### src/rtl/fifo_sync.sv
// Synchronous FIFO with independent push/pop strobes, all DEPTH entries usable.
// Latency: a push is visible on data_read right after its edge; status flags update at the accepting edge.
// Backpressure: push is refused while full (sets sticky overflow), pop is refused while empty (sets sticky underflow).
//
// Ports:
//   clk, reset_n (async active-low), clear (sync flush, wins over push/pop)
//   push/data_write in, pop in, data_read out (show-ahead head entry)
//   full, empty, almost_full, almost_empty, count, overflow, underflow
module fifo_sync #(
  parameter  int DW       = 8,
  parameter  int DEPTH    = 10,
  parameter  int AF_LEVEL = 8,
  parameter  int AE_LEVEL = 2,
  localparam int AW       = $clog2(DEPTH),
  localparam int CW       = $clog2(DEPTH + 1)
) (
  input  logic          clk,
  input  logic          reset_n,
  input  logic          clear,
  input  logic          push,
  input  logic [DW-1:0] data_write,
  input  logic          pop,
  output logic [DW-1:0] data_read,
  output logic          full,
  output logic          empty,
  output logic          almost_full,
  output logic          almost_empty,
  output logic [CW-1:0] count,
  output logic          overflow,
  output logic          underflow
);

  logic [DW-1:0] mem [DEPTH];
  logic [AW-1:0] wr_ptr;
  logic [AW-1:0] rd_ptr;
  logic          push_ok;
  logic          pop_ok;

  // Pointers run 0..DEPTH-1 so DEPTH need not be a power of two.
  function automatic logic [AW-1:0] ptr_inc(input logic [AW-1:0] p);
    return (p == AW'(DEPTH - 1)) ? '0 : p + AW'(1);
  endfunction

  // Both accept decisions look at pre-edge occupancy, so a pop frees no
  // room for a push in the same cycle when full (and vice versa when empty).
  assign push_ok = push & ~full;
  assign pop_ok  = pop & ~empty;

  always_ff @(posedge clk or negedge reset_n) begin
    if (!reset_n) begin
      wr_ptr    <= '0;
      rd_ptr    <= '0;
      count     <= '0;
      overflow  <= 1'b0;
      underflow <= 1'b0;
    end else if (clear) begin
      wr_ptr    <= '0;
      rd_ptr    <= '0;
      count     <= '0;
      overflow  <= 1'b0;
      underflow <= 1'b0;
    end else begin
      if (push_ok) wr_ptr <= ptr_inc(wr_ptr);
      if (pop_ok)  rd_ptr <= ptr_inc(rd_ptr);
      if (push_ok && !pop_ok)      count <= count + CW'(1);
      else if (pop_ok && !push_ok) count <= count - CW'(1);
      if (push && full)  overflow  <= 1'b1;
      if (pop && empty)  underflow <= 1'b1;
    end
  end

  // Storage is not reset; a push coinciding with clear is dropped.
  always_ff @(posedge clk) begin
    if (push_ok && !clear) mem[wr_ptr] <= data_write;
  end

  assign data_read    = mem[rd_ptr];
  assign full         = (count == CW'(DEPTH));
  assign empty        = (count == '0);
  assign almost_full  = (count >= CW'(AF_LEVEL));
  assign almost_empty = (count <= CW'(AE_LEVEL));

endmodule

### config.mk
export PLATFORM = sky130hd
export DESIGN_NAME = fifo_sync
export DESIGN_NICKNAME = d
export VERILOG_FILES = /design/src/rtl/fifo_sync.sv
export SDC_FILE = /design/constraint.sdc
export NUM_CORES = 1
export LEC_CHECK = 0
export CAP_MARGIN = 20
export CORE_MARGIN = 2
export CORE_UTILIZATION = 62
export CTS_CLUSTER_DIAMETER = 100
export DETAILED_ROUTE_END_ITERATION = 8
export GPL_TIMING_DRIVEN = 0
export PLACE_DENSITY = 0.85
export SETUP_SLACK_MARGIN = 0.15
export SLEW_MARGIN = 20
export SYNTH_ARGS = -nofsm -noshare
export SYNTH_HDL_FRONTEND = slang
export SYNTH_SLANG_ARGS = --single-unit
### constraint.sdc
create_clock -name clk -period 7.6 [get_ports clk]
set_input_delay 1.52 -clock clk [delete_from_list [all_inputs] [get_ports clk]]
set_output_delay 1.52 -clock clk [all_outputs]
set_load 0.01 [all_outputs]
==> metrics.md <==
| Metric | Value |
|---|---|
| Internal | `0.9638 mW` |
| Initial antenna violation count | `0` |
| Seq pwr share | `around 44%` |
| CP Cell Sequence | `clkbuf_1, buf_1, mux4_2, a22oi_1, nand2_1, clkdlybuf4s50_1` |
| Async S/R FF share, synth | `14.89%` |
| Pleak | `about 1.6 nW` |
| VDD IR max | `around 0.29 mV` |
| Min cycle time layout | `between 4 and 5 ns` |
| CP required | `approximately 6.1 ns` |
| Post-synthesis simple-gate area fraction | `between 8 and 9%` |
| Synthesis-stage register bit count | `94` |
| Most frequent cells in the layout | `80 x edfxtp_1, 30 x clkdlybuf4s50_1, 22 x nor2_1, 16 x mux4_2` |
| EDFF count, synth | `80` |
| Root buffer cell | `clkbuf_8` |
| Hold WC Path Type | `register to register` |
| Largest net degree at the start of global routing | `16` |
| RD Place Congestion | `0.7785` |
| Count of pins over their slew limit | `0` |
| Final setup fails | `0` |
| Mapped Area | `4038 um2` |
| Drt via density | `between 6 and 7` |
| Clk_skew | `between 0.008 and 0.009 ns` |
| Routed WL | `approximately 7600 um` |
| Initial core utilization | `a little under two thirds` |
| Area Growth Syn to Fin | `15.22%` |
| 1st-iter DRT viols | `294` |
| Mapped Cells | `roughly 260` |
| Worst-case clock buffer depth | `2` |
| Final WS setup | `3.167 ns` |
| CP Max Fanout | `10` |
| Latest clock arrival within the worst-skew pair | `approximately 0.35 ns` |
| # H-tree levels | `3` |
| XOR/XNOR Fraction of Synth Area | `under 10%` |
| Cts repair resizes | `0` |
| Crit path arrival time | `~2.9 ns` |
| Crit path kind | `register to output pin` |
| Post-route ant nets | `0` |
| Final Hold Fails | `0` |
| Status | `complete, no violations` |
| Post-Syn Nets | `approximately 280` |
| Via count | `2,391` |
| Clk pwr share | `23.0%` |
| Site row count | `29` |
| Max Cap Viol | `0` |
| Count of different cell masters after synthesis | `42` |
| Critical-path top delay cell | `buf_1` |
| Die Y | `between 80 and 90 um` |
| Largest family of logic cells by synthesized area | `multiplexers` |
| Crit end category | `output pin` |
| First drt pass iteration count | `5` |
| CTS tree | `built` |
| CTS Hold Bufs | `0` |
| Die Wd | `between 80 and 90 um` |
| Synth area leader | `edfxtp_1` |
| Synth Area in Compound Gates | `7.344%` |
| Switching power total | `0.4189 mW` |
| WL/cell | `between 15 and 20 um` |
| Layout cells sized above 1 | `~16%` |
| # DRC | `0` |
| Area of the die | `approximately 7000 um2` |
| Setup TNS | `0 ns` |
| # Post-CTS Setup Buffers | `0` |
| PwrDens | `a little under 300 nW/um2` |
| Final period util | `58.33%` |
| Fillers | `between 400 and 500` |
| Combinational fraction of design power | `about 33%` |
| DP HPWL | `5142 um` |
| Pre-CTS WS | `3.551 ns` |
| RSZ-0062 raised after global routing | `no` |
| Mux cell area share after synthesis | `between 10% and 20%` |
| Antenna Cells | `0` |
| Ys Warns | `0` |
| Top-area cell type share of the netlist area | `between 50% and 60%` |
| Switch share | `between 30% and 40%` |
| Max incr delay on CP | `~0.53 ns` |
| Vias in the first global route | `around 2,300` |
| Synth Area in Adders | `between 1.5 and 2%` |
| Gr ovfl total | `0` |
| Slew headroom | `41.72%` |
| Cts bufs inserted | `9` |
| Most area-consuming cells after synthesis | `edfxtp_1 59%, mux4_2 8.9%, dfrtp_1 8.7%` |
| IO buf count | `30` |
| Most used DFF post-synth | `edfxtp_1` |
| Startpoint types | `register` |
| Boundary Pins | `31` |
| Most common cell after layout, fill and taps aside | `edfxtp_1` |
| Register area share after synthesis | `68.17%` |
| GRT Overall Usage | `a little under a quarter` |
| Nets | `around 320` |
| Worst slew pin tran | `between 0.8 and 0.9 ns` |
| Clk sink count | `94` |
| Global-route wire length before repair | `roughly 12,000 um` |
| Clock transition at the registers of the reported paths | `roughly 0.090 ns` |
| Core area | `between 6000 and 7000 um2` |
| Max Freq | `approximately 0.23 GHz` |
| Mapped Avg Cell Area | `15.59 um2` |
## through the flow
step                      utilization, %  hold slack, ns  instance area (um2)  power (mW)  cells
final                              73.68          0.5115                 4652       1.383    383
after global routing               73.68          0.5645                 4652       1.450    383
after CTS                          73.68          0.5147                 4652       1.387    383
after detailed placement           70.65          0.4948                 4461       1.070    367
after global placement             70.23          0.4840                 4434       1.056    366
after floorplan                        -          0.5264                 4038      0.9059    259
## worst max-delay path, delay by kind of cell (launching register included)
family | cells | cell delay (ns)
buffers and inverters | 3 | 1.49
multiplexers | 1 | 0.44
flip-flops | 1 | 0.35
AO/OA/AOI/OAI | 1 | 0.20
AND/OR/NAND/NOR | 1 | 0.07
## kinds of logic after synthesis
logic type | Yosys count
and+or+nand+nor | 70
AOI/OAI and AO/OA | 41
xor gates and xnor gates | 5
DFF | 94
muxes | 20
adders and majority gates | 5
buffers and inverters | 24
## metal layers
metal  GRT usage [%]  part of all wire (%)  up-vias
met5               0                     0        -
met4           10.68                   2.5        0
met3           4.228                   7.8       18
met2           35.36                    49      113
met1           33.94                    41     1176
li1                -                     -     1084
## final timing paths
path	depth (start not counted)	slack, ns	endpoint	from
hold reg to reg	2	0.51	underflow$_DFFE_PN0P_	underflow$_DFFE_PN0P_
setup / recovery	6	3.17	data_read[4]	rd_ptr[1]$_DFFE_PN0P_
setup reg to reg	8	4.84	count[3]$_DFFE_PN0P_	count[1]$_DFFE_PN0P_
hold / removal	2	0.51	underflow$_DFFE_PN0P_	underflow$_DFFE_PN0P_
max in group asynchronous	1	5.62	count[0]$_DFFE_PN0P_	reset_n
min in group asynchronous	1	1.56	rd_ptr[2]$_DFFE_PN0P_	reset_n
## cell usage after synthesis, types with 2 or more instances
master and n:
buf_1 4, clkbuf_1 5, inv_1 7, xor2_1 4
a21oi_1 10, buf_2 6, o21ai_0 5, o211ai_1 8
nand2_1 14, nor4_1 2, a211oi_1 3, mux4_2 16
or3_1 3, ha_1 4, edfxtp_1 80, a22oi_1 8
nor2_1 22, mux2_2 3, nor2b_1 3, nand2b_1 13
buf_6 2, dfrtp_1 14, nor3_1 4
## flip-flops by register name, indices dropped and copies added, names as in the netlist
register	flops
overflow	1
rd_ptr	4
underflow	1
wr_ptr	4
mem	80
count	4
## layout make-up
| type | instances | area [um2] | area share [%] |
|---|---|---|---|
| Sequential cell | 94 | 2753 | 59.17 |
| Multi-Input combinational cell | 141 | 1194 | 25.66 |
| Timing Repair Buffer | 31 | 305.3 | 6.563 |
| Clock buffer | 11 | 131.4 | 2.824 |
| Tap cell | 77 | 96.34 | 2.071 |
| Buffer | 17 | 86.33 | 1.856 |
| Clock inverter | 5 | 60.06 | 1.291 |
| Inverter | 7 | 26.28 | 0.5648 |
## power by group through the flow
stage               Combinational, mW  Sequential, mW  Clock (mW)
floorplan                       0.290           0.616           0
global placement                0.443           0.613           0
detailed placement              0.456           0.614           0
CTS                             0.462           0.603       0.323
global route                    0.500           0.606       0.343
finish                          0.462           0.603       0.318
(Power assumes the default switching activity.)
